==> src/rtl/multicycle_ctrl_pkg.sv <==
// Shared types and constants for the RV32I multi-cycle control path:
// FSM states, instruction classes, ALU ops, mux select codes and opcodes.
package rv32_ctrl_pkg;

    typedef enum logic [2:0] {
        S_FETCH  = 3'd0,
        S_DECODE = 3'd1,
        S_EXEC   = 3'd2,
        S_MEM    = 3'd3,
        S_WB     = 3'd4,
        S_TRAP   = 3'd5
    } state_t;

    typedef enum logic [3:0] {
        CLS_LUI     = 4'd0,
        CLS_AUIPC   = 4'd1,
        CLS_JAL     = 4'd2,
        CLS_JALR    = 4'd3,
        CLS_BRANCH  = 4'd4,
        CLS_LOAD    = 4'd5,
        CLS_STORE   = 4'd6,
        CLS_OPIMM   = 4'd7,
        CLS_OP      = 4'd8,
        CLS_ILLEGAL = 4'd9
    } insn_class_t;

    typedef enum logic [3:0] {
        ALU_ADD    = 4'd0,
        ALU_SUB    = 4'd1,
        ALU_SLL    = 4'd2,
        ALU_SLT    = 4'd3,
        ALU_SLTU   = 4'd4,
        ALU_XOR    = 4'd5,
        ALU_SRL    = 4'd6,
        ALU_SRA    = 4'd7,
        ALU_OR     = 4'd8,
        ALU_AND    = 4'd9,
        ALU_PASS_B = 4'd10
    } alu_op_t;

    localparam logic [2:0] IMM_I = 3'b000;
    localparam logic [2:0] IMM_S = 3'b001;
    localparam logic [2:0] IMM_B = 3'b010;
    localparam logic [2:0] IMM_U = 3'b011;
    localparam logic [2:0] IMM_J = 3'b100;

    localparam logic [1:0] WB_ALU  = 2'b00;
    localparam logic [1:0] WB_LOAD = 2'b01;
    localparam logic [1:0] WB_PC4  = 2'b10;

    localparam logic [1:0] PC_PLUS4  = 2'b00;
    localparam logic [1:0] PC_BRANCH = 2'b01;
    localparam logic [1:0] PC_ALU    = 2'b10;

    localparam logic [6:0] OPC_LUI    = 7'b0110111;
    localparam logic [6:0] OPC_AUIPC  = 7'b0010111;
    localparam logic [6:0] OPC_JAL    = 7'b1101111;
    localparam logic [6:0] OPC_JALR   = 7'b1100111;
    localparam logic [6:0] OPC_BRANCH = 7'b1100011;
    localparam logic [6:0] OPC_LOAD   = 7'b0000011;
    localparam logic [6:0] OPC_STORE  = 7'b0100011;
    localparam logic [6:0] OPC_OPIMM  = 7'b0010011;
    localparam logic [6:0] OPC_OP     = 7'b0110011;

    localparam logic [31:0] NOP_INSN = 32'h0000_0013;

    // funct7[5] means SUB only for register-register ops; OP-IMM reuses that
    // bit as immediate data, except for the SRAI shift encoding.
    function automatic alu_op_t arith_op(input logic [2:0] f3, input logic alt,
                                         input logic is_reg_op);
        alu_op_t op;
        case (f3)
            3'b000:  op = (alt && is_reg_op) ? ALU_SUB : ALU_ADD;
            3'b001:  op = ALU_SLL;
            3'b010:  op = ALU_SLT;
            3'b011:  op = ALU_SLTU;
            3'b100:  op = ALU_XOR;
            3'b101:  op = alt ? ALU_SRA : ALU_SRL;
            3'b110:  op = ALU_OR;
            default: op = ALU_AND;
        endcase
        return op;
    endfunction

endpackage

==> src/rtl/multicycle_ctrl_if.sv <==
// Instruction and data memory handshakes between the control FSM and memory.
// A request stays high until the matching ready; ready without a request is ignored.
interface multicycle_ctrl_if;
    logic        imem_req;
    logic        imem_ready;
    logic [31:0] imem_rdata;
    logic        dmem_req;
    logic        dmem_we;
    logic        dmem_ready;

    modport master (
        output imem_req,
        output dmem_req,
        output dmem_we,
        input  imem_ready,
        input  imem_rdata,
        input  dmem_ready
    );

    modport slave (
        input  imem_req,
        input  dmem_req,
        input  dmem_we,
        output imem_ready,
        output imem_rdata,
        output dmem_ready
    );
endinterface

==> src/rtl/multicycle_ctrl_decoder.sv <==
// Combinational instruction decoder: classifies the latched instruction and
// derives the datapath selections that stay constant across its execution.
module ctrl_decoder
    import rv32_ctrl_pkg::*;
(
    input  logic [31:0] ir,
    output insn_class_t cls,
    output logic [2:0]  imm_type,
    output alu_op_t     alu_op,
    output logic        alu_a_sel,
    output logic        alu_b_sel,
    output logic [1:0]  wb_sel
);

    logic [2:0] w_funct3;
    logic       w_funct7_5;
    logic       w_unused_bits;

    assign w_funct3      = ir[14:12];
    assign w_funct7_5    = ir[30];
    assign w_unused_bits = ^{ir[31], ir[29:15], ir[11:7]};

    always_comb begin
        cls       = CLS_ILLEGAL;
        imm_type  = IMM_I;
        alu_op    = ALU_ADD;
        alu_a_sel = 1'b0;
        alu_b_sel = 1'b0;
        wb_sel    = WB_ALU;
        case (ir[6:0])
            OPC_LUI: begin
                cls       = CLS_LUI;
                imm_type  = IMM_U;
                alu_op    = ALU_PASS_B;
                alu_b_sel = 1'b1;
            end
            OPC_AUIPC: begin
                cls       = CLS_AUIPC;
                imm_type  = IMM_U;
                alu_a_sel = 1'b1;
                alu_b_sel = 1'b1;
            end
            OPC_JAL: begin
                cls       = CLS_JAL;
                imm_type  = IMM_J;
                alu_a_sel = 1'b1;
                alu_b_sel = 1'b1;
                wb_sel    = WB_PC4;
            end
            OPC_JALR: begin
                cls       = CLS_JALR;
                alu_b_sel = 1'b1;
                wb_sel    = WB_PC4;
            end
            OPC_BRANCH: begin
                cls      = CLS_BRANCH;
                imm_type = IMM_B;
                case (w_funct3)
                    3'b100, 3'b101: alu_op = ALU_SLT;
                    3'b110, 3'b111: alu_op = ALU_SLTU;
                    default:        alu_op = ALU_SUB;
                endcase
            end
            OPC_LOAD: begin
                cls       = CLS_LOAD;
                alu_b_sel = 1'b1;
                wb_sel    = WB_LOAD;
            end
            OPC_STORE: begin
                cls       = CLS_STORE;
                imm_type  = IMM_S;
                alu_b_sel = 1'b1;
            end
            OPC_OPIMM: begin
                cls       = CLS_OPIMM;
                alu_op    = arith_op(w_funct3, w_funct7_5, 1'b0);
                alu_b_sel = 1'b1;
            end
            OPC_OP: begin
                cls    = CLS_OP;
                alu_op = arith_op(w_funct3, w_funct7_5, 1'b1);
            end
            default: cls = CLS_ILLEGAL;
        endcase
    end

endmodule

==> src/rtl/multicycle_ctrl.sv <==
// Multi-cycle RV32I control FSM: fetch handshake, instruction register,
// per-state strobes, sticky illegal-instruction trap and retire counter.
module multicycle_ctrl
    import rv32_ctrl_pkg::*;
(
    input  logic                clk,
    input  logic                rst,
    multicycle_ctrl_if.master   bus,
    input  logic                br_taken,
    output logic [31:0]         ir,
    output logic [2:0]          imm_type,
    output alu_op_t             alu_op,
    output logic                alu_a_sel,
    output logic                alu_b_sel,
    output logic [1:0]          wb_sel,
    output logic                reg_we,
    output logic                pc_we,
    output logic [1:0]          pc_sel,
    output logic                trap,
    output logic [31:0]         instret,
    output state_t              dbg_state
);

    state_t      r_state;
    state_t      w_next;
    logic [31:0] r_ir;
    logic        r_trap;
    logic [31:0] r_instret;

    insn_class_t w_cls;
    logic [2:0]  w_imm_type;
    alu_op_t     w_alu_op;
    logic        w_alu_a_sel;
    logic        w_alu_b_sel;
    logic [1:0]  w_wb_sel;

    logic        w_imem_req;
    logic        w_dmem_req;
    logic        w_dmem_we;
    logic        w_reg_we;
    logic        w_pc_we;
    logic [1:0]  w_pc_sel;
    logic        w_retire;
    logic        w_sel_active;

    ctrl_decoder u_decoder (
        .ir        (r_ir),
        .cls       (w_cls),
        .imm_type  (w_imm_type),
        .alu_op    (w_alu_op),
        .alu_a_sel (w_alu_a_sel),
        .alu_b_sel (w_alu_b_sel),
        .wb_sel    (w_wb_sel)
    );

    always_ff @(posedge clk) begin
        if (rst) begin
            r_state   <= S_FETCH;
            r_ir      <= NOP_INSN;
            r_trap    <= 1'b0;
            r_instret <= 32'd0;
        end else begin
            r_state <= w_next;
            if (r_state == S_FETCH && bus.imem_ready) begin
                r_ir <= bus.imem_rdata;
            end
            if (w_next == S_TRAP) begin
                r_trap <= 1'b1;
            end
            if (w_retire) begin
                r_instret <= r_instret + 32'd1;
            end
        end
    end

    always_comb begin
        w_next     = r_state;
        w_imem_req = 1'b0;
        w_dmem_req = 1'b0;
        w_dmem_we  = 1'b0;
        w_reg_we   = 1'b0;
        w_pc_we    = 1'b0;
        w_pc_sel   = PC_PLUS4;
        case (r_state)
            S_FETCH: begin
                w_imem_req = 1'b1;
                if (bus.imem_ready) w_next = S_DECODE;
            end
            S_DECODE: begin
                w_next = (w_cls == CLS_ILLEGAL) ? S_TRAP : S_EXEC;
            end
            S_EXEC: begin
                if (w_cls == CLS_BRANCH) begin
                    w_pc_we  = 1'b1;
                    w_pc_sel = br_taken ? PC_BRANCH : PC_PLUS4;
                    w_next   = S_FETCH;
                end else if (w_cls == CLS_LOAD || w_cls == CLS_STORE) begin
                    w_next = S_MEM;
                end else begin
                    w_next = S_WB;
                end
            end
            S_MEM: begin
                w_dmem_req = 1'b1;
                w_dmem_we  = (w_cls == CLS_STORE);
                if (bus.dmem_ready) begin
                    if (w_cls == CLS_STORE) begin
                        w_pc_we = 1'b1;
                        w_next  = S_FETCH;
                    end else begin
                        w_next = S_WB;
                    end
                end
            end
            S_WB: begin
                w_reg_we = (r_ir[11:7] != 5'd0);
                w_pc_we  = 1'b1;
                if (w_cls == CLS_JAL) begin
                    w_pc_sel = PC_BRANCH;
                end else if (w_cls == CLS_JALR) begin
                    w_pc_sel = PC_ALU;
                end
                w_next = S_FETCH;
            end
            S_TRAP:  w_next = S_TRAP;
            default: w_next = S_FETCH;
        endcase
    end

    // A retirement is any return to FETCH after the instruction was decoded.
    assign w_retire = (w_next == S_FETCH) &&
                      (r_state == S_EXEC || r_state == S_MEM || r_state == S_WB);

    assign w_sel_active = (r_state == S_DECODE) || (r_state == S_EXEC) ||
                          (r_state == S_MEM)    || (r_state == S_WB);

    // Reset kills every strobe in the same cycle so an in-flight access is abandoned.
    assign bus.imem_req = w_imem_req & ~rst;
    assign bus.dmem_req = w_dmem_req & ~rst;
    assign bus.dmem_we  = w_dmem_we  & ~rst;
    assign reg_we       = w_reg_we   & ~rst;
    assign pc_we        = w_pc_we    & ~rst;
    assign pc_sel       = w_pc_sel;

    assign imm_type  = w_sel_active ? w_imm_type  : IMM_I;
    assign alu_op    = w_sel_active ? w_alu_op    : ALU_ADD;
    assign alu_a_sel = w_sel_active ? w_alu_a_sel : 1'b0;
    assign alu_b_sel = w_sel_active ? w_alu_b_sel : 1'b0;
    assign wb_sel    = w_sel_active ? w_wb_sel    : WB_ALU;

    assign ir        = r_ir;
    assign trap      = r_trap;
    assign instret   = r_instret;
    assign dbg_state = r_state;

endmodule

==> src/flat_wrapper.sv <==
// flat-port wrapper written by rule: the top's interface ports become plain ports
module multicycle_ctrl_flat import rv32_ctrl_pkg::*;
  (clk, rst, br_taken, ir, imm_type, alu_op, alu_a_sel, alu_b_sel, wb_sel, reg_we, pc_we, pc_sel, trap, instret, dbg_state, bus_imem_req, bus_dmem_req, bus_dmem_we, bus_imem_ready, bus_imem_rdata, bus_dmem_ready);
  multicycle_ctrl_if bus_i ();
  input  logic clk;
  input  logic rst;
  input  logic br_taken;
  output logic [31:0] ir;
  output logic [2:0] imm_type;
  output alu_op_t alu_op;
  output logic alu_a_sel;
  output logic alu_b_sel;
  output logic [1:0] wb_sel;
  output logic reg_we;
  output logic pc_we;
  output logic [1:0] pc_sel;
  output logic trap;
  output logic [31:0] instret;
  output state_t dbg_state;
  output wire logic [$bits(bus_i.imem_req)-1:0] bus_imem_req;
  output wire logic [$bits(bus_i.dmem_req)-1:0] bus_dmem_req;
  output wire logic [$bits(bus_i.dmem_we)-1:0] bus_dmem_we;
  input wire logic [$bits(bus_i.imem_ready)-1:0] bus_imem_ready;
  input wire logic [$bits(bus_i.imem_rdata)-1:0] bus_imem_rdata;
  input wire logic [$bits(bus_i.dmem_ready)-1:0] bus_dmem_ready;
  assign bus_imem_req = bus_i.imem_req;
  assign bus_dmem_req = bus_i.dmem_req;
  assign bus_dmem_we = bus_i.dmem_we;
  assign bus_i.imem_ready = bus_imem_ready;
  assign bus_i.imem_rdata = bus_imem_rdata;
  assign bus_i.dmem_ready = bus_dmem_ready;
  multicycle_ctrl u_core (.clk(clk), .rst(rst), .bus(bus_i), .br_taken(br_taken), .ir(ir), .imm_type(imm_type), .alu_op(alu_op), .alu_a_sel(alu_a_sel), .alu_b_sel(alu_b_sel), .wb_sel(wb_sel), .reg_we(reg_we), .pc_we(pc_we), .pc_sel(pc_sel), .trap(trap), .instret(instret), .dbg_state(dbg_state));
endmodule
==> config.mk <==
export PLATFORM = sky130hd
export DESIGN_NAME = multicycle_ctrl_flat
export DESIGN_NICKNAME = d
export VERILOG_FILES = /design/src/rtl/multicycle_ctrl_pkg.sv /design/src/rtl/multicycle_ctrl_if.sv /design/src/rtl/multicycle_ctrl_decoder.sv /design/src/rtl/multicycle_ctrl.sv /design/src/flat_wrapper.sv
export SDC_FILE = /design/constraint.sdc
export NUM_CORES = 1
export LEC_CHECK = 0
export CAP_MARGIN = 30
export CORE_MARGIN = 2
export CORE_UTILIZATION = 49
export CTS_BUF_LIST = sky130_fd_sc_hd__clkbuf_8
export DETAILED_ROUTE_END_ITERATION = 6
export PLACE_DENSITY_LB_ADDON = 0.05
export SYNTH_ARGS = -nofsm -noshare
export SYNTH_HDL_FRONTEND = slang
export SYNTH_SLANG_ARGS = --single-unit
==> constraint.sdc <==
create_clock -name clk -period 5.8 [get_ports clk]
set_clock_uncertainty 0.1 [all_clocks]
set_input_delay 1.16 -clock clk [delete_from_list [all_inputs] [get_ports clk]]
set_output_delay 1.16 -clock clk [all_outputs]
set_load 0.01 [all_outputs]
**After elaboration in Yosys (flattened, before gate mapping)**

Cells that the tools add are included.

- Shift operators: 0
- Bitwise logic cells: 6
- Mux-type cells: 36
- Order comparisons: 0
- Reductions and logical operators: 18
- $mul: 0
- Add/subtract/negate cells: 1
- Divide/modulo/power cells: 0
- Equal/unequal tests: 28

Operators with widths:

| kind | count |
|---|---|
| case mux 4 bit (7 select lines) | 2 |
| case mux 4 bit (9 select lines) | 1 |
| adder 32 x 1 -> 32 bit (second input constant) | 1 |
| == test 3 bit (second input constant) | 7 |
| == test 7 x 6 -> 1 bit (second input constant) | 3 |
| == test 7 bit (second input constant) | 3 |
| 2-to-1 mux 3 bit | 7 |
| case mux 4 bit (4 select lines) | 1 |
| case mux 3 bit (5 select lines) | 1 |
| == test 7 x 5 -> 1 bit (second input constant) | 2 |
| 2-to-1 mux 1 bit | 14 |
| == test 3 x 2 -> 1 bit (second input constant) | 4 |
| == test 4 x 3 -> 1 bit (second input constant) | 3 |
| case mux 3 bit (4 select lines) | 1 |
| OR reduction 2 bit | 5 |
| logical NOT 3 bit | 3 |
| == test 4 x 2 -> 1 bit (second input constant) | 2 |
| 2-to-1 mux 2 bit | 4 |
| case mux 2 bit (2 select lines) | 2 |
| == test 7 x 2 -> 1 bit (second input constant) | 1 |
| OR reduction 7 bit | 1 |
| == test 3 x 1 -> 1 bit (second input constant) | 2 |
| logical OR 1 bit | 6 |
| case mux 3 bit (2 select lines) | 1 |
| other kinds (7) | 12 |

- Bits in registers: 68
- Bits in writable memories: 0
- Input port bits: 37
- Word-level logic and storage cells: 93
- Memories: 0
- Output and inout port bits: 86
- Bits in latches: 0
- Bits in read-only memories: 0

**Longest topological paths before layout**

Gate-level depths: netlist of run 1.

- Word-level depth: 9
- Gate-level depth with buffers: 9
- Mapped depth without buffers: 5

**Hierarchy**

A second synthesis of run 1 with hierarchy kept.

- Cell total of the unflattened synthesis: 472
- Area, all modules: 3697.3 um^2

By module, submodules not included:

| module | times used | area an instance (um^2) | sequential area each (um^2) | cells each |
|---|---|---|---|---|
| multicycle_ctrl | 1 | 3284.4 | 1361.3 | 405 |
| ctrl_decoder | 1 | 412.9 | 0.0 | 67 |

**Worst setup path before layout of run 1**

Ideal clock, no wire load.

- Path type: input to output
- Start: input bus_dmem_ready
- End: output pc_we
- Data arrival time: 2.087 ns
- Stages on the path: 4
- Slack: 2.453 ns
- Required time: 4.540 ns
- Path through: nand3b_1 > a2111oi_4 > nor2_1 > nor2_1

- Word-level cells in the longest chain between the ends: 3

RTL lines:

| element | RTL line | source |
|---|---|---|
| start: declaration | flat_wrapper.sv:25 | `input wire logic [$bits(bus_i.dmem_ready)-1:0] bus_dmem_ready;` |
| 2-to-1 mux 1 bit | multicycle_ctrl.sv:106 | `if (bus.dmem_ready) begin` |
| case mux 1 bit (3 select lines) | multicycle_ctrl.sv:84 | `case (r_state)` |
| AND 1 bit | multicycle_ctrl.sv:142 | `assign pc_we = w_pc_we & ~rst;` |
| end: declaration | flat_wrapper.sv:15 | `output logic pc_we;` |

Every way passes these cells.

**Worst setup path in the final report of run 1**

Same ends and word-level chain as after synthesis.

==> results of run 1 <==
[kinds of logic (layout without fill, tap and decap cells)]
group | Yosys count | in the layout | share of synthesized area [%]
mux | 1 | 1 | 0.305
fa+ha+maj | 1 | 1 | 0.381
xor+xnor | 7 | 7 | 1.87
buf+inv | 38 | 151 | 4.92
compound gates | 115 | 115 | 21.0
flops | 68 | 68 | 41.5
simple gates | 189 | 189 | 30.0
[flip-flops by register name, summed over array words and instances (netlist names)]
| name | count |
|---|---|
| u_core.instret | 32 |
| u_core.ir | 32 |
| u_core.dbg_state | 3 |
| u_core.trap | 1 |
[cells in the mapped netlist (2+ instances only)]
cell                        instances  area [um^2]
sky130_fd_sc_hd__buf_2              6         30.0
sky130_fd_sc_hd__nand3_1            8         40.0
sky130_fd_sc_hd__nor2b_1            3         18.8
sky130_fd_sc_hd__a21o_1             6         45.0
sky130_fd_sc_hd__dfxtp_1           68         1360
sky130_fd_sc_hd__nor4_1             2         12.5
sky130_fd_sc_hd__nand2_1           80          300
sky130_fd_sc_hd__nand4b_1           2         17.5
sky130_fd_sc_hd__and2_1             3         18.8
sky130_fd_sc_hd__o22ai_1            2         12.5
sky130_fd_sc_hd__nand2b_1           5         31.3
sky130_fd_sc_hd__a22oi_1            3         22.5
sky130_fd_sc_hd__clkbuf_1          21         78.8
sky130_fd_sc_hd__nand3b_1           4         30.0
sky130_fd_sc_hd__nand4_1            6         37.5
sky130_fd_sc_hd__nand4bb_1          2         22.5
sky130_fd_sc_hd__a21oi_1           60          300
sky130_fd_sc_hd__and4_1             5         43.8
sky130_fd_sc_hd__or3_1             17          106
sky130_fd_sc_hd__or2_2              3         18.8
sky130_fd_sc_hd__o2111ai_1          3         26.3
sky130_fd_sc_hd__or4_1              9         67.6
sky130_fd_sc_hd__and3_1             3         18.8
sky130_fd_sc_hd__inv_1              9         33.8
sky130_fd_sc_hd__nor3_1             4         20.0
sky130_fd_sc_hd__xor2_1             6         52.6
sky130_fd_sc_hd__a211oi_1           3         22.5
sky130_fd_sc_hd__nor2_1            25         93.8
sky130_fd_sc_hd__o21ai_0           16         80.1
sky130_fd_sc_hd__o31ai_1            9         67.6
sky130_fd_sc_hd__o21ai_1            5         25.0
[metrics by stage]
| step | util, % | cell area, um^2 | power (uW) | worst slack, ps | cells |
|---|---|---|---|---|---|
| finish | 74.1 | 4760 | 1330 | 1310 | 609 |
| global placement | 69.8 | 4480 | 877 | 1390 | 591 |
| global route | 74.1 | 4760 | 1400 | 1210 | 609 |
| floorplan | - | 3280 | 739 | 2450 | 419 |
| detailed placement | 70.6 | 4540 | 903 | 1330 | 593 |
| CTS | 74.1 | 4760 | 1340 | 1310 | 609 |
[layout make-up]
type                       count  share of cell area (%)
timing repair buffer         126                    27.0
inverter                       9                   0.709
tap                           77                    2.02
clock buffer                  10                    2.89
sequential                    68                    28.6
clock inverter                 6                    1.87
multi-input combinational    313                    36.9
[worst min-delay path by stage]
stage,start,endpoint,slack (ps),cells after the start
2_1_floorplan,u_core.ir[15],u_core.ir[15],380,2
3_3_place_gp,u_core.ir[24],u_core.ir[24],340,2
3_5_place_dp,u_core.ir[18],u_core.ir[18],350,2
4_1_cts,u_core.ir[24],u_core.ir[24],360,2
5_1_grt,u_core.ir[16],u_core.ir[16],380,2
6_report,u_core.ir[24],u_core.ir[24],360,2
[critical path, stage by stage]
cell,delay (ps)
sky130_fd_sc_hd__clkdlybuf4s50_1,480
sky130_fd_sc_hd__nand3b_1,140
sky130_fd_sc_hd__a2111oi_4,500
sky130_fd_sc_hd__nor2_1,220
sky130_fd_sc_hd__nor2_1,170
sky130_fd_sc_hd__clkdlybuf4s50_1,560
[where the power goes]
part	total (uW)	internal (uW)	switching [uW]	leakage, uW
clock	438	254	184	0.000114
sequential	549	503	46.4	0.000553
combinational	345	172	172	0.000950
[metal layers]
layer,vias to the layer above,wire (um),global-route usage (%)
li1,1704,-,-
met1,1578,3900,30.9
met2,109,4300,41.1
met3,11,679,7.41
met4,0,143,11.1
met5,-,0,0
==> parameters.txt, run 1 <==
Parameter                              Value

GRT
  Vias in the first global route    between 3000 and 4000
  Antenna violations before repair    0
  Pin count of the biggest net entering global routing    48
  GRT Overall Usage    25.2%
  Wire length of the first global-routing pass    15.0 mm
  Grt total ovfl    0

Run status
  Violations in the final reports    design-rule violations
  Status    complete, but fails checks

Layout
  Footprint of the multi-input gates    approximately 0.0018 mm^2
  Area growth from synthesis to layout    45.2%
  Commonest non-fill, non-tap cell in the layout    sky130_fd_sc_hd__clkdlybuf4s50_1
  Area taken by flip-flops and latches    0.00136 mm^2
  Fill cell instance count of the final layout    509
  Diode insertion count for antenna repair    0
  Fraction of final layout cells sized beyond drive strength 1    about 5.3%
  Layout net count    ~570
  Commonest non-fill, non-tap cells in the layout    sky130_fd_sc_hd__clkdlybuf4s50_1 (121), sky130_fd_sc_hd__nand2_1 (80), sky130_fd_sc_hd__dfxtp_1 (68), sky130_fd_sc_hd__a21oi_1 (60), sky130_fd_sc_hd__nor2_1 (25)

Logic synthesis
  Number of storage elements in the synthesis netlist    68
  YS warnings    0
  Number of enable-type register cells in the synthesized netlist    0
  Sequential area share after synthesis    41.5%
  Share of synthesized registers carrying an async set or reset    0%
  Netlist Area Pre-Place    0.00328 mm^2
  Post-synthesis average cell area    around 7.8 um^2
  Post-synth top flop    sky130_fd_sc_hd__dfxtp_1
  Total nets after synthesis    457
  Instance count of the mapped netlist    ~420
  Number of unique standard cell types used by synthesis    52

Detailed routing
  Total number of vias    3402
  DRC errors left    10
  Detail-routed via count per cell    5.59
  First-pass DRT Iterations    7
  Final WL    9.02 mm
  Avg WL per Cell    roughly 15 um
  Antenna violation net count after detailed routing    0
  1st-iter DRT viols    222

Setup path
  Worst flop-to-flop path startpoint    u_core.dbg_state[0]
  Critical path origin    bus_dmem_ready
  Kind of critical path    primary input to primary output
  End of the worst register-to-register path    u_core.instret[26]
  Type of element capturing the critical path    primary output
  Data arrival time at the worst-slack endpoint    3230 ps
  Capture point of the worst path    pc_we
  Critical Path Start Type    primary input
  Worst setup slack for register-to-register paths    3180 ps
  Crit path required time    4540 ps
  Peak fanout along the critical path    7
  Depth of the worst register-to-register path    5

Clock tree
  Hold-fix buffers at CTS    0
  CTS tree    done
  Clock Sink Count    between 60 and 70
  Num CTS Buffers    9
  Level count of the clock H-tree    3
  Clock Pin Slew Worst Setup and Hold Paths    70 ps
  Number of buffers inserted by post-CTS setup repair    0
  Number of gates resized after cts    0
  Clock Latency Late Sink    340 ps
  Root cell of the clock tree    sky130_fd_sc_hd__clkbuf_8
  Maximum root-to-sink buffer count    2

STA
  Setup-violating endpoint count in the final report    0
  Final max-slew violation count    0
  Min cycle time layout    4490 ps
  Tightest Pin Transition    859 ps
  Summed negative setup slack over all endpoints    0 ps
  Final period util    77.4%
  Count of final hold-check violations    0
  Worst hold margin    approximately 360 ps
  Setup repair after global routing missed its margin    false
  Relative slew margins    42.7%
  Fmax achieved    223 MHz

Pwr
  Largest voltage drop on the vdd net    about 0.19 mV
  Pwr Density    280 mW/mm^2
  LEAKAGE    0.00162 uW

Run
  Max-cap violations    0

Floorplanning
  Num ports    123
  Die area    about 0.0074 mm^2
  Chip width    ~86 um
  Die outline height    approximately 86 um
  FP Rows    29
  Core area    approximately 0.0064 mm^2
  Starting utilization of the core area    about half

Worst hold path
  Path type of the worst min-delay path    flip-flop to flip-flop

Placed design
  Half-perimeter wire length after detailed placement    a little over 6 mm
  Port bufs    122
  Gpl congestion    0.833
Note: power is estimated with default switching activity, not from simulation.
==> run 2, diff against run 1 <==
Settings changed: CORE_UTILIZATION 49 to 41.
Clock period 5.8 ns to 4.1 ns, I/O delays scaled along.
==> run 2 against run 1 <==
  * The flow now finishes without violations
  * Sequential share of layout area decreased by 0.38 points
  * First-iteration DRC count decreased by 36%
  * Sequential power increased by 41%
  * Global-route usage decreased by 3.3 points
  * Die area increased by 19%
  * Power increased by 46%
  * Critical path type unchanged
  * Largest cell class unchanged
  * Largest power group unchanged
==> parameters.txt, run 2 (same netlist as run 1, synthesis figures left out) <==
Parameter                              Value

Run status
  Status    completed (was complete, but fails checks)

Setup path
  Peak fanout along the critical path    6 (was 7)
  Capture point of the worst path    pc_we (unchanged)
  Crit path required time    3180 ps (was 4540 ps)
  Data arrival time at the worst-slack endpoint    2730 ps (was 3230 ps)
  End of the worst register-to-register path    u_core.instret[26] (unchanged)
  Depth of the worst register-to-register path    5 (unchanged)
  Type of element capturing the critical path    primary output (unchanged)
  Critical path origin    bus_dmem_ready (unchanged)
  Critical Path Start Type    primary input (unchanged)
  Worst setup slack for register-to-register paths    1450 ps (was 3180 ps)
  Worst flop-to-flop path startpoint    u_core.dbg_state[0] (unchanged)
  Kind of critical path    primary input to primary output (unchanged)

STA
  Summed negative setup slack over all endpoints    0 ps (unchanged)
  Setup repair after global routing missed its margin    false (unchanged)
  Setup-violating endpoint count in the final report    0 (unchanged)
  Count of final hold-check violations    0 (unchanged)
  Min cycle time layout    3650 ps
  Relative slew margins    44.3% (was 42.7%)
  Final period util    89.1%
  Fmax achieved    274 MHz
  Final max-slew violation count    0 (unchanged)
  Tightest Pin Transition    836 ps (was 859 ps)

GRT
  Wire length of the first global-routing pass    15.4 mm (was 15.0 mm)
  Vias in the first global route    3361 (was 3348)
  Antenna violations before repair    0 (unchanged)
  GRT Overall Usage    21.9% (was 25.2%)
  Grt total ovfl    0 (unchanged)
  Pin count of the biggest net entering global routing    46 (was 48)

Placed design
  Post-placement cell area    0.00458 mm^2 (was 0.00454 mm^2)
  Gpl congestion    0.787 (was 0.833)
  Port bufs    122 (unchanged)
  Count of placed standard cells including taps    622 (was 593)
  Half-perimeter wire length after detailed placement    6.43 mm (was 6.24 mm)

Worst hold path
  Path type of the worst min-delay path    flip-flop to flip-flop (unchanged)

Clock tree
  CTS tree    done (unchanged)
  Number of buffers inserted by post-CTS setup repair    0 (unchanged)
  Level count of the clock H-tree    3 (unchanged)
  Number of gates resized after cts    0 (unchanged)
  Clock Latency Late Sink    340 ps (about the same)
  Clock Sink Count    68 (unchanged)
  Num CTS Buffers    9 (unchanged)
  Hold-fix buffers at CTS    0 (unchanged)
  Root cell of the clock tree    sky130_fd_sc_hd__clkbuf_8 (unchanged)
  Maximum root-to-sink buffer count    2 (unchanged)
  Clock Pin Slew Worst Setup and Hold Paths    70 ps (about the same)

Layout
  Final non-filler cell total    638 (was 609)
  Area growth from synthesis to layout    47.1% (was 45.2%)
  Layout net count    569 (was 565)
  Commonest non-fill, non-tap cells in the layout    sky130_fd_sc_hd__clkdlybuf4s50_1 (121), sky130_fd_sc_hd__nand2_1 (80), sky130_fd_sc_hd__dfxtp_1 (68), sky130_fd_sc_hd__a21oi_1 (60), sky130_fd_sc_hd__nor2_1 (25) (unchanged)
  Fraction of final layout cells sized beyond drive strength 1    6.16% (was 5.26%)
  Commonest non-fill, non-tap cell in the layout    sky130_fd_sc_hd__clkdlybuf4s50_1 (unchanged)
  Fin area    0.00483 mm^2 (was 0.00476 mm^2)
  Diode insertion count for antenna repair    0 (unchanged)

Pwr
  Internal power of the cells    1370 uW (was 929 uW)
  Reported net switching power    573 uW (was 403 uW)
  Clock share of power    35.0% (was 32.9%)
  Relative contribution of combinational cells to total power    25.3% (was 25.9%)
  LEAKAGE    0.00164 uW (was 0.00162 uW)
  Largest voltage drop on the vdd net    0.253 mV (was 0.191 mV)
  Seq pwr share    39.8% (was 41.2%)
  Net switching share of the total power    29.4% (was 30.3%)
  Pwr Density    403 mW/mm^2 (was 280 mW/mm^2)

Floorplanning
  Die area    0.00873 mm^2 (was 0.00737 mm^2)
  Starting utilization of the core area    42.5% (was 51.1%)
  Die outline height    93.5 um (was 85.8 um)
  Num ports    123 (unchanged)
  FP Rows    32 (was 29)
  Chip width    93.5 um (was 85.8 um)
  Core area    0.00773 mm^2 (was 0.00642 mm^2)

Detailed routing
  1st-iter DRT viols    142 (was 222)
  Antenna violation net count after detailed routing    0 (unchanged)
  Avg WL per Cell    14.4 um (was 14.8 um)
  Detail-routed via count per cell    5.39 (was 5.59)
  DRC errors left    0 (was 10)
  Total number of vias    3437 (was 3402)
  First-pass DRT Iterations    4 (was 7)
  Final WL    9.21 mm (was 9.02 mm)

Run
  Max-cap violations    0 (unchanged)
-- run 2: cell count changes in the layout (fill, tap and decap cells not counted) --
cell,previous run,this run
sky130_fd_sc_hd__buf_16,2,1
sky130_fd_sc_hd__buf_4,2,7
sky130_fd_sc_hd__bufinv_16,2,3
sky130_fd_sc_hd__clkinv_2,0,1
sky130_fd_sc_hd__clkinv_4,2,1
sky130_fd_sc_hd__inv_1,10,9
-- run 2: layout make-up --
| cell class | count | area [um^2] |
|---|---|---|
| sequential | 68 | 1360 |
| multi-input combinational | 313 | 1760 |
| fill | 688 | 2900 |
| clock buffer | 10 | 138 |
| tap | 102 | 128 |
| clock inverter | 6 | 111 |
| inverter | 9 | 33.8 |
| timing repair buffer | 130 | 1300 |
-- run 2: power groups by stage --
| stage | Combinational (uW) | Sequential [uW] | Clock (uW) |
|---|---|---|---|
| after global routing | 539 | 784 | 724 |
| after floorplan | 257 | 788 | 0 |
| after CTS | 496 | 774 | 699 |
| after global placement | 472 | 786 | 0 |
| final | 492 | 775 | 681 |
| after detailed placement | 493 | 789 | 0 |
-- run 2: how the worst min path moves through the flow --
stage / startpoint / endpoint / depth (start not counted)
2_1_floorplan: u_core.ir[15] / u_core.ir[15] / 2
3_3_place_gp: u_core.ir[19] / u_core.ir[19] / 2
3_5_place_dp: u_core.ir[25] / u_core.ir[25] / 2
4_1_cts: u_core.ir[25] / u_core.ir[25] / 2
5_1_grt: u_core.ir[20] / u_core.ir[20] / 2
6_report: u_core.ir[25] / u_core.ir[25] / 2
-- run 2: metal layers --
layer / GRT usage, % / vias up / share of wire, %
met4: 8.21 / 0 / 1.3
li1: - / 1712 / -
met3: 7.25 / 11 / 7.3
met5: 0 / - / 0
met1: 25.2 / 1613 / 43
met2: 37.6 / 101 / 48
-- run 2: stage by stage --
stage	total power, uW	util, %	hold WS (ps)	setup WS (ps)
finish	1950	62.5	356	446
floorplan	1040	-	381	1430
detailed placement	1280	59.2	348	451
global route	2050	62.5	372	286
CTS	1970	62.5	356	447
global placement	1260	58.9	341	490
-- run 2: critical path, cell delays in order --
cell and delay (ps):
sky130_fd_sc_hd__clkdlybuf4s50_1 480, sky130_fd_sc_hd__nand3b_1 150, sky130_fd_sc_hd__a2111oi_4 510, sky130_fd_sc_hd__nor2_1 120, sky130_fd_sc_hd__nor2_1 110, sky130_fd_sc_hd__clkdlybuf4s50_1 540
==> run 3, diff against run 2 <==
Settings changed: SETUP_SLACK_MARGIN set to 0.3.
==> run 3 against run 2 <==
  * Hold slack got worse by 1.4 ps
  * Maximum frequency increased by 0.79%
  * Largest cell class unchanged
  * Via count decreased by 0.38%
  * Critical endpoint unchanged
  * Cell count grew 0.31%
==> parameters.txt, run 3 (same netlist as run 1, synthesis figures left out) <==
Parameter                              Value

Detailed routing
  Final WL    9.20 mm (was 9.21 mm)
  Met2 WL post-DR    4.48 mm (was 4.46 mm)
  1st-iter DRT viols    143 (was 142)
  Detail-routed via count per cell    5.35 (was 5.39)
  Highest routed metal layer    met4 (unchanged)
  M1 WL    3.90 mm (was 3.96 mm)
  Total number of vias    3424 (was 3437)
  DRC errors left    0 (unchanged)
  Antenna violation net count after detailed routing    0 (unchanged)
  Avg WL per Cell    14.4 um (about the same)
  First-pass DRT Iterations    4 (unchanged)
  Routed length on met3    696 um (was 673 um)

Layout
  Layout net count    571 (was 569)
  Fin area    0.00484 mm^2 (was 0.00483 mm^2)
  Diode insertion count for antenna repair    0 (unchanged)
  Commonest non-fill, non-tap cell in the layout    sky130_fd_sc_hd__clkdlybuf4s50_1 (unchanged)
  Fill cell instance count of the final layout    687 (was 688)
  Fraction of final layout cells sized beyond drive strength 1    6.51% (was 6.16%)
  Area growth from synthesis to layout    47.6% (was 47.1%)
  Final non-filler cell total    640 (was 638)
  Commonest non-fill, non-tap cells in the layout    sky130_fd_sc_hd__clkdlybuf4s50_1 (121), sky130_fd_sc_hd__nand2_1 (80), sky130_fd_sc_hd__dfxtp_1 (68), sky130_fd_sc_hd__a21oi_1 (60), sky130_fd_sc_hd__nor2_1 (25) (unchanged)

STA
  Tightest Pin Transition    812 ps (was 836 ps)
  Min cycle time layout    3620 ps (was 3650 ps)
  Fmax achieved    276 MHz (was 274 MHz)
  Setup-violating endpoint count in the final report    0 (unchanged)
  Relative slew margins    45.8% (was 44.3%)
  Final max-slew violation count    0 (unchanged)
  Final period util    88.4% (was 89.1%)
  Count of final hold-check violations    0 (unchanged)
  Setup repair after global routing missed its margin    false (unchanged)
  Summed negative setup slack over all endpoints    0 ps (unchanged)

Clock tree
  Number of gates resized after cts    0 (unchanged)
  CTS tree    done (unchanged)
  Clock Sink Count    68 (unchanged)
  Level count of the clock H-tree    3 (unchanged)
  Maximum root-to-sink buffer count    2 (unchanged)
  Root cell of the clock tree    sky130_fd_sc_hd__clkbuf_8 (unchanged)
  Clock Latency Late Sink    340 ps (about the same)
  Clock Pin Slew Worst Setup and Hold Paths    70 ps (about the same)
  Num CTS Buffers    9 (unchanged)

Pwr
  Clock share of power    34.9% (was 35.0%)
  Net switching share of the total power    29.4% (about the same)
  Pwr Density    402 mW/mm^2 (was 403 mW/mm^2)
  Relative contribution of combinational cells to total power    25.3% (about the same)
  Seq pwr share    39.8% (about the same)
  Internal power of the cells    1370 uW (about the same)
  Largest voltage drop on the vdd net    0.253 mV (about the same)
  LEAKAGE    0.00165 uW (was 0.00164 uW)
  Post-route total power    1950 uW (about the same)
  Reported net switching power    572 uW (was 573 uW)

GRT
  Wire length of the first global-routing pass    15.4 mm (unchanged)
  Pin count of the biggest net entering global routing    46 (unchanged)
  Antenna violations before repair    0 (unchanged)
  Grt total ovfl    0 (unchanged)
  Vias in the first global route    3361 (unchanged)
  GRT Overall Usage    21.9% (unchanged)

Setup path
  Data arrival time at the worst-slack endpoint    2700 ps (was 2730 ps)
  Peak fanout along the critical path    4 (was 6)
  Kind of critical path    primary input to primary output (unchanged)
  Type of element capturing the critical path    primary output (unchanged)
  Critical Path Start Type    primary input (unchanged)
  Crit path required time    3180 ps (about the same)

Floorplanning
  Chip width    93.5 um (unchanged)
  Die outline height    93.5 um (unchanged)
  Num ports    123 (unchanged)
  Starting utilization of the core area    42.5% (unchanged)
  FP Rows    32 (unchanged)
  Core area    0.00773 mm^2 (unchanged)
  Die area    0.00873 mm^2 (unchanged)

Placed design
  Half-perimeter wire length after detailed placement    6.43 mm (unchanged)
  Count of placed standard cells including taps    622 (unchanged)
  Port bufs    122 (unchanged)
  Gpl congestion    0.787 (unchanged)
  Post-placement cell area    0.00458 mm^2 (unchanged)

Run status
  Status    completed (unchanged)

Worst hold path
  Path type of the worst min-delay path    flip-flop to flip-flop (unchanged)

Run
  Max-cap violations    0 (unchanged)
## run 3: cell types whose count changed in the layout (fill, tap and decap cells not counted)
cell                    before  now
sky130_fd_sc_hd__buf_4       7    9
## run 3: critical path, stage by stage
cell	delay (ps)
sky130_fd_sc_hd__clkdlybuf4s50_1	480
sky130_fd_sc_hd__nand3b_1	150
sky130_fd_sc_hd__a2111oi_4	490
sky130_fd_sc_hd__nor2_1	110
sky130_fd_sc_hd__nor2_1	100
sky130_fd_sc_hd__clkdlybuf4s50_1	540
## run 3: final cells by class
| cell class | instances | area (um^2) | share of cell area [%] |
|---|---|---|---|
| flip-flops and latches | 68 | 1360 | 28.1 |
| clock buffers | 10 | 138 | 2.84 |
| clock inverters | 6 | 111 | 2.30 |
| repair buffers | 132 | 1310 | 27.1 |
| well taps | 102 | 128 | 2.64 |
| inverters | 9 | 33.8 | 0.698 |
| multi-input cells | 313 | 1760 | 36.3 |
## run 3: final timing paths
kind / cells after the start / slack (ps) / startpoint / endpoint
setup / recovery: 6 / 480 / bus_dmem_ready / pc_we
hold / removal: 2 / 350 / u_core.ir[25] / u_core.ir[25]
setup reg to reg: 6 / 1410 / u_core.dbg_state[0] / u_core.instret[26]
hold reg to reg: 2 / 350 / u_core.ir[25] / u_core.ir[25]
## run 3: per-layer routing
layer | vias up | GRT usage [%]
met5 | - | 0
met4 | 0 | 8.21
met3 | 11 | 7.25
met2 | 104 | 37.6
met1 | 1593 | 25.2
li1 | 1716 | -
## run 3: metrics by stage
stage	utilization, %	worst slack (ps)	hold slack [ps]
after floorplan	-	1430	381
after global placement	58.9	490	341
after detailed placement	59.2	451	348
after CTS	62.5	447	356
after global routing	62.6	334	372
final	62.6	475	354
## run 3: timing repair
action,in CTS,in global routing
setup buffers,0,2
endpoints found under the setup margin,0,1
hold buffers,0,0
## run 3: power by group through the flow
stage,combinational (uW),sequential [uW],clock (uW)
global placement,472,786,0
finish,492,774,680
detailed placement,493,789,0
CTS,496,774,699
global route,539,784,724
floorplan,257,788,0
